**src/rtl/game_pkg.sv**
```systemverilog
// rtl/game_pkg.sv - shared state encoding, widths and level wrap helper for the player status block
package game_pkg;

  localparam int LIVES_W = 3;
  localparam int LEVEL_W = 4;
  localparam int CNT_W   = 8;

  typedef enum logic [2:0] {
    IDLE       = 3'd0,
    PLAY       = 3'd1,
    INVULN     = 3'd2,
    LEVEL_DONE = 3'd3,
    GAME_OVER  = 3'd4
  } game_state_t;

  function automatic logic [LEVEL_W-1:0] next_level(input logic [LEVEL_W-1:0] cur,
                                                    input logic [LEVEL_W-1:0] last);
    return (cur == last) ? '0 : cur + LEVEL_W'(1);
  endfunction

endpackage

```
**src/rtl/frame_counter.sv**
```systemverilog
// rtl/frame_counter.sv - loadable frame down-counter with expiry strobe
// PLAYER_BLINK_EN adds a blink tap taken from the next count value.
module frame_counter
  import game_pkg::*;
(
  input  logic             clk,
  input  logic             reset,
  input  logic             en,
  input  logic             load,
  input  logic [CNT_W-1:0] load_val,
  output logic             expire
`ifdef PLAYER_BLINK_EN
  ,
  output logic             blink_hide
`endif
);

  logic [CNT_W-1:0] count;
  logic [CNT_W-1:0] count_nxt;

  always_comb begin
    count_nxt = count;
    if (load)
      count_nxt = load_val;
    else if (en && (count != '0))
      count_nxt = count - CNT_W'(1);
  end

  always_ff @(posedge clk or posedge reset) begin
    if (reset)
      count <= '0;
    else
      count <= count_nxt;
  end

  // Fires on the frame that takes the count from 1 to 0.
  assign expire = en && (count == CNT_W'(1));

`ifdef PLAYER_BLINK_EN
  assign blink_hide = count_nxt[2];
`endif

endmodule

```
**src/rtl/player_status_fsm.sv**
```systemverilog
// rtl/player_status_fsm.sv - player lives/level/state controller with registered outputs
// PLAYER_BLINK_EN makes the player sprite blink while invulnerable.
module player_status_fsm
  import game_pkg::*;
#(
  parameter int INIT_LIVES    = 3,
  parameter int INVULN_FRAMES = 60,
  parameter int LEVEL_FRAMES  = 90,
  parameter int NUM_LEVELS    = 4
) (
  input  logic               clk,
  input  logic               reset,
  input  logic               startOfFrame,
  input  logic               start_game,
  input  logic               SingleHitPulse_player,
  input  logic               player_door_idol,
  output logic [2:0]         game_state,
  output logic [LIVES_W-1:0] lives,
  output logic [LEVEL_W-1:0] level,
  output logic               freeze_motion,
  output logic               player_visible,
  output logic               level_done_pulse
);

  game_state_t        state;
  game_state_t        state_nxt;
  logic [LIVES_W-1:0] lives_nxt;
  logic [LEVEL_W-1:0] level_nxt;
  logic               cnt_en;
  logic               cnt_load;
  logic [CNT_W-1:0]   cnt_load_val;
  logic               cnt_expire;
  logic               freeze_nxt;
  logic               visible_nxt;
  logic               done_pulse_nxt;
`ifdef PLAYER_BLINK_EN
  logic               blink_hide;
`endif

  assign cnt_en = startOfFrame && ((state == INVULN) || (state == LEVEL_DONE));

  frame_counter u_frame_counter (
    .clk        (clk),
    .reset      (reset),
    .en         (cnt_en),
    .load       (cnt_load),
    .load_val   (cnt_load_val),
    .expire     (cnt_expire)
`ifdef PLAYER_BLINK_EN
    ,
    .blink_hide (blink_hide)
`endif
  );

  always_comb begin
    state_nxt    = state;
    lives_nxt    = lives;
    level_nxt    = level;
    cnt_load     = 1'b0;
    cnt_load_val = '0;
    case (state)
      IDLE, GAME_OVER: begin
        if (start_game) begin
          state_nxt = PLAY;
          lives_nxt = LIVES_W'(INIT_LIVES);
          level_nxt = '0;
        end
      end
      PLAY: begin
        // The door wins over a simultaneous hit, so no life is lost.
        if (player_door_idol) begin
          state_nxt    = LEVEL_DONE;
          cnt_load     = 1'b1;
          cnt_load_val = CNT_W'(LEVEL_FRAMES);
        end else if (SingleHitPulse_player) begin
          if (lives > LIVES_W'(1)) begin
            state_nxt    = INVULN;
            lives_nxt    = lives - LIVES_W'(1);
            cnt_load     = 1'b1;
            cnt_load_val = CNT_W'(INVULN_FRAMES);
          end else begin
            state_nxt = GAME_OVER;
            lives_nxt = '0;
          end
        end
      end
      INVULN: begin
        if (player_door_idol) begin
          state_nxt    = LEVEL_DONE;
          cnt_load     = 1'b1;
          cnt_load_val = CNT_W'(LEVEL_FRAMES);
        end else if (cnt_expire) begin
          state_nxt = PLAY;
        end
      end
      LEVEL_DONE: begin
        if (cnt_expire) begin
          state_nxt = PLAY;
          level_nxt = next_level(level, LEVEL_W'(NUM_LEVELS - 1));
        end
      end
      default: state_nxt = IDLE;
    endcase
  end

  always_comb begin
    freeze_nxt     = (state_nxt == IDLE) || (state_nxt == LEVEL_DONE) || (state_nxt == GAME_OVER);
    visible_nxt    = !((state_nxt == IDLE) || (state_nxt == GAME_OVER));
    done_pulse_nxt = (state_nxt == LEVEL_DONE) && (state != LEVEL_DONE);
`ifdef PLAYER_BLINK_EN
    if ((state_nxt == INVULN) && blink_hide)
      visible_nxt = 1'b0;
`endif
  end

  always_ff @(posedge clk or posedge reset) begin
    if (reset) begin
      state            <= IDLE;
      lives            <= '0;
      level            <= '0;
      freeze_motion    <= 1'b1;
      player_visible   <= 1'b0;
      level_done_pulse <= 1'b0;
    end else begin
      state            <= state_nxt;
      lives            <= lives_nxt;
      level            <= level_nxt;
      freeze_motion    <= freeze_nxt;
      player_visible   <= visible_nxt;
      level_done_pulse <= done_pulse_nxt;
    end
  end

  assign game_state = state;

endmodule

```
**config.mk**
```make
export PLATFORM = sky130hd
export DESIGN_NAME = player_status_fsm
export DESIGN_NICKNAME = d
export VERILOG_FILES = /design/src/rtl/game_pkg.sv /design/src/rtl/frame_counter.sv /design/src/rtl/player_status_fsm.sv
export SDC_FILE = /design/constraint.sdc
export NUM_CORES = 1
export LEC_CHECK = 0
export CORE_UTILIZATION = 52
export DETAILED_ROUTE_END_ITERATION = 10
export GPL_TIMING_DRIVEN = 0
export HOLD_SLACK_MARGIN = 0.05
export PLACE_DENSITY = 0.77
export SLEW_MARGIN = 20
export SYNTH_ARGS = -nofsm -noshare
export SYNTH_HDL_FRONTEND = slang
export SYNTH_SLANG_ARGS = --single-unit
```
**constraint.sdc**
```tcl
create_clock -name clk -period 2.2 [get_ports clk]
set_clock_uncertainty 0.2 [all_clocks]
set_input_delay 0.33 -clock clk [delete_from_list [all_inputs] [get_ports clk]]
set_output_delay 0.33 -clock clk [all_outputs]
set_load 0.005 [all_outputs]
```
==> results of run 1 <==
[routing by layer]
metal / part of all wire [%] / wire length (um)
met5: 0 / 0
met4: 1.3 / 34
met3: 4.0 / 104
met2: 50 / 1290
met1: 44 / 1140
[cell families after synthesis]
logic type	share of synthesized area (%)
AO/OA/AOI/OAI	18.7
AND/OR/NAND/NOR	22.6
XOR/XNOR	5.72
adder cells (fa/ha/maj)	6.13
flip-flops	43.0
buffers and inverters	3.88
[state kept, by name, summed over array words and instances, names as in the netlist]
| signal | cells |
|---|---|
| freeze_motion | 1 |
| game_state | 3 |
| level | 4 |
| level_done_pulse | 1 |
| lives | 3 |
| player_visible | 1 |
| u_frame_counter.count | 8 |
[how the worst max path moves through the flow]
stage,from,to
after floorplan,u_frame_counter.count[0],u_frame_counter.count[2]
after global placement,startOfFrame,level[2]
after detailed placement,startOfFrame,level[2]
after CTS,u_frame_counter.count[0],u_frame_counter.count[5]
after global routing,game_state[0],freeze_motion
final,u_frame_counter.count[1],u_frame_counter.count[5]
[power by group through the flow]
stage          clock (mW)  combinational, mW  sequential (mW)
6_report            0.190              0.306            0.539
3_5_place_dp            0              0.300            0.538
4_1_cts             0.191              0.302            0.532
2_1_floorplan           0              0.222            0.523
5_1_grt             0.204              0.343            0.549
3_3_place_gp            0              0.285            0.535
[cells in the final DEF, fill, tap and decap left out, types with 2 or more instances in the layout]
cell             instances
dfrtp_1                 20
clkdlybuf4s50_1         18
nor2_1                  17
nand2_1                  9
inv_1                    9
o21ai_0                  7
a21oi_1                  7
nand3_1                  6
ha_1                     6
o21ai_1                  5
xnor2_1                  5
buf_4                    5
nand2b_1                 4
nor3_1                   4
nor3b_1                  3
xor2_1                   3
clkbuf_4                 3
buf_2                    2
nand3b_1                 2
o31ai_1                  2
a31oi_1                  2
[layout make-up]
type                            instances  area, um2
Fill cell                             195        702
Multi-Input combinational cell        101        657
Sequential cell                        21        527
Timing Repair Buffer                   23        218
Inverter                               10       37.5
Tap cell                               28       35.0
Clock buffer                            4       26.3
Buffer                                  2       10.0
[stage by stage]
| stage | hold WS [ps] | power, mW | setup TNS [ps] |
|---|---|---|---|
| 5_1_grt | 350 | 1.10 | -41.6 |
| 4_1_cts | 307 | 1.02 | 0 |
| 6_report | 261 | 1.04 | 0 |
| 3_3_place_gp | 315 | 0.820 | 0 |
| 2_1_floorplan | 106 | 0.745 | 0 |
| 3_5_place_dp | 318 | 0.838 | -51.2 |
[worst register-to-register path: stages (launching register included)]
cell and delay, ps:
dfrtp_1 430, inv_1 120, ha_1 150, or3b_2 500
o21ai_4 200, o211ai_2 150, o21ai_1 150, o21ba_1 160
[timing repair]
item                       CTS  global route
buffers inserted             0             5
resized for setup            0             1
hold buffers                 0             0
setup endpoints to repair    0             4
==> flow_summary.toml, run 1 <==
[floorplanning]
die_w_um = 50.5
ios = 19
dieArea_um2 = 2550
die_h_um = 50.5
rows = 17
start_util_pct = 55.4
core-area_um2 = 2210

[clocking]
clk_latency_ps = 310
clkTransAtPathRegs_ps = 130
h-tree-depth = 1
clockRootBuffer = "clkbuf_4"
clock-sinks = 21
cts_tree = "built"
max-clock-path-buffers = 2
numCtsBuffers = 3

[synthesis]
yosysMostFrequentCell = "dfrtp_1"
synthFlopType = "dfrtp_1"
postSynthCellCount = 134
synth_seq_area_share_pct = 43.0
avgSynthCellArea_um2 = 9.14
synth_edf_count = 0
synth_area_leaders = "dfrtp_1 41%, ha_1 6.1%, nor2_1 5.2%"
syn_area_um2 = 1220
synth_fp_nets = 146
synth_seq_cells = 21
netlist_top_cells_count = "20 x dfrtp_1, 17 x nor2_1, 9 x inv_1, 9 x nand2_1"
synth_warnings = 0
async_reset_ff_share_pct = 100
synth_cell_types = 39
synth_top_area_share_pct = 40.9
synth.largest_area_cell = "dfrtp_1"

[setup_path]
cp_num_buf_inv = 1
rrSetupSlack_ps = 50
path_depth = 7
crit_fanout = 4
cp-end-kind = "register"
cp_top_family = "compound AO/OA/AOI/OAI gates"
critPathKind = "register to register"
r2r-end = "u_frame_counter.count[5]"
path_cells = "inv_1 > ha_1 > or3b_2 > o21ai_4 > o211ai_2 > o21ai_1 > o21ba_1"
arrival_ps = 2150
worstReg2RegStart = "u_frame_counter.count[1]"
reg2reg_depth = 7
critPathRequiredTime_ps = 2200
slowest_delay_ps = 500
cpMaxStageDelayCell = "or3b_2"
start_kind = "register"

[global_route]
grt_pass1_wl_um = 4240
grt_overflow = 0
grt_use_met3_pct = 2.73
antenna_found_initial = 0
grt_max_degree = 22
track_usage_pct = 22.1
grt_pass1_vias = 961
met1_usage_pct = 28.3
grt.busiest_layer = "met2"
met2_usage_pct = 38.7

[power_and_ir_drop]
combPwrFrac_pct = 29.6
p_seq_share_pct = 52.1
powerDensity_nw_per_um2 = 686
pwr-share-clk_pct = 18.4
p_leak_nw = 0.639
power.internal_mw = 0.679
power_switching_mw = 0.357
ir_worst_vdd_mv = 0.555
switching_share_pct = 34.5

[flow_run]
maxCapViolations = 0

[placed_design]
placed_area_um2 = 1440
port_buffers = 18
dp_hpwl_um = 1870
gp_routability_congestion = 0.819
preCtsSetupSlack_ps = -51.2
dp.cells = 180

[route]
drc_errors = 0
drt_iter0_markers = 33
vias_per_cell = 5.70
routed-via-count = 1077
wl_per_cell_um = 13.6
first_pass_iters = 4
wirelength_um = 2570
final_antenna_net_count = 0

[timing]
drv_slew = 0
relSlewSlack_pct = 46.9
fmax_mhz = 464
final-setup-viol-count = 0
period_share_pct = 97.9
worstMarginPinSlew_ps = 796
finalHoldViolCount = 0
layout_setup_ws_ps = 45.9
fin_crit_ps = 2150

[finish]
final_core_util_pct = 68.3
num-nets-final = 174
layout-drive-gt1-share_pct = 11.8
stdcell_area_um2 = 1510
area_growth_pct = 23.3
layout.cells.non_filler = 189
n_antenna_cell = 0

[status]
status = "complete, no violations"

[hold_path]
worstHoldPathType = "primary input to async pin"
(Power assumes the default switching activity.)
==> run 2: changes to the inputs <==
--- a/config.mk
+++ b/config.mk
@@ -5,6 +5,7 @@
 export SDC_FILE = /design/constraint.sdc
 export NUM_CORES = 1
 export LEC_CHECK = 0
+export CORE_ASPECT_RATIO = 1.1
 export CORE_UTILIZATION = 52
 export DETAILED_ROUTE_END_ITERATION = 10
 export GPL_TIMING_DRIVEN = 0
==> flow_summary.toml, run 2 (synthesized netlist as in run 1, its figures left out) <==
[finish]
final_common_cell = "dfrtp_1"
most-common-layout-cells = "20 x dfrtp_1, 18 x clkdlybuf4s50_1, 17 x nor2_1"
layout-drive-gt1-share_pct = 10.8
regMostFlops = "u_frame_counter.count"
nFillCells = 174
final_core_util_pct = 67.0
multi_input_area_um2 = 661
n_antenna_cell = 0
largest_register_ffs = 8
register_area_um2 = 527
num-nets-final = 171
largestRegisters = "u_frame_counter.count x8, level x4"
area_growth_pct = 22.0

[timing]
relSlewSlack_pct = 48.3
fin_crit_ps = 2090
holdWs_ps = 245
rsz0062_at_grt = "false"
drv_slew = 0
tns_ps = 0
layout_setup_ws_ps = 112
finalHoldViolCount = 0
period_share_pct = 94.9
final-setup-viol-count = 0
fmax_mhz = 479
worstMarginPinSlew_ps = 774

[route]
routed-via-count = 1052
wl_per_cell_um = 12.9
vias_per_cell = 5.60
final_antenna_net_count = 0
wirelength_um = 2430
drt_iter0_markers = 44
first_pass_iters = 4
drc_errors = 0

[setup_path]
cpMaxStageDelayCell = "or3b_2"
path_cells = "inv_1 > ha_1 > or3b_2 > o21ai_4 > buf_4 > nor3_1 > xnor2_1 > o21ai_1"
worstReg2RegStart = "u_frame_counter.count[1]"
r2r-end = "u_frame_counter.count[6]"
start_kind = "register"
cp-end-kind = "register"
reg2reg_depth = 8
arrival_ps = 2080
critPathKind = "register to register"
crit_fanout = 3
slowest_delay_ps = 490
rrSetupSlack_ps = 110
critical_path.endpoint = "u_frame_counter.count[6]"
critPathLaunch = "u_frame_counter.count[1]"
critPathRequiredTime_ps = 2200

[global_route]
grt_pass1_vias = 959
antenna_found_initial = 0
grt_max_degree = 22
track_usage_pct = 21.7
grt_overflow = 0
grt_pass1_wl_um = 3940

[hold_path]
worstHoldPathType = "primary input to async pin"

[placed_design]
preCtsSetupSlack_ps = -50.4
port_buffers = 18
gp_routability_congestion = 0.903
dp_hpwl_um = 1870

[floorplanning]
dieArea_um2 = 2550
core-area_um2 = 2230
start_util_pct = 54.9
die_w_um = 48.3
die_h_um = 52.9
rows = 18
ios = 19

[clocking]
cts_tree = "built"
clock-sinks = 21
clkTransAtPathRegs_ps = 120
numCtsBuffers = 3
h-tree-depth = 1
max-clock-path-buffers = 2
clockRootBuffer = "clkbuf_4"
clk_latency_ps = 310

[status]
status = "complete, no violations"

[power_and_ir_drop]
p_leak_nw = 0.628
total_power_mw = 1.04
powerDensity_nw_per_um2 = 697
ir_worst_vdd_mv = 0.621

[flow_run]
maxCapViolations = 0
-- run 2: changes by cell type in the layout (fill, tap and decap cells not counted) --
cell,change
o21ai_2,+1
buf_4,-3
o21ai_1,-1
-- run 2: worst min-delay path by stage --
stage               endpoint      from  cells past startpoint  slack, ps
6_report       game_state[2]     reset                      2        240
5_1_grt        game_state[2]     reset                      2        340
4_1_cts        game_state[0]     reset                      2        270
3_5_place_dp        level[0]  level[0]                      1        350
3_3_place_gp        lives[2]  lives[2]                      1        320
2_1_floorplan  game_state[0]     reset                      1        110
-- run 2: layer usage --
layer	vias up	wire (um)	part of all wire (%)	global-route usage, %
met5	-	0	0	0
met4	0	65	2.7	7.87
met3	13	100	4.1	4.10
met2	36	1240	51	38.2
met1	483	1020	42	25.1
li1	520	-	-	-
-- run 2: per-stage QoR --
step	instance area, um2	cells
after floorplan	1220	134
after global placement	1440	182
after detailed placement	1440	182
after CTS	1470	186
after global routing	1490	188
final	1490	188
-- run 2: what timing repair did --
| action | in CTS | in global routing |
|---|---|---|
| hold buffers | 0 | 0 |
| buffers inserted | 0 | 2 |
| endpoints found under the hold margin | 0 | 0 |
| setup endpoints to repair | 0 | 4 |
| resized for setup | 0 | 2 |
-- run 2: layout make-up --
class	instances	area share (%)
buffer	2	0.670
clock buffer	4	1.76
inverter	10	2.51
multi-input combinational	101	44.2
sequential	21	35.3
tap	30	2.51
timing repair buffer	20	13.1
-- run 2: power breakdown --
group | internal [mW] | switching (mW)
combinational | 0.161 | 0.157
sequential | 0.454 | 0.0791
clock | 0.0709 | 0.119
total | 0.686 | 0.355
-- run 2: critical path: cells and delay by family (launching register included) --
kind | cells | cell delay (ps)
buffers and inverters | 2 | 260
adders and majority gates | 1 | 160
and+or+nand+nor | 2 | 550
DFF | 1 | 410
xor gates and xnor gates | 1 | 150
AOI/OAI and AO/OA | 2 | 250
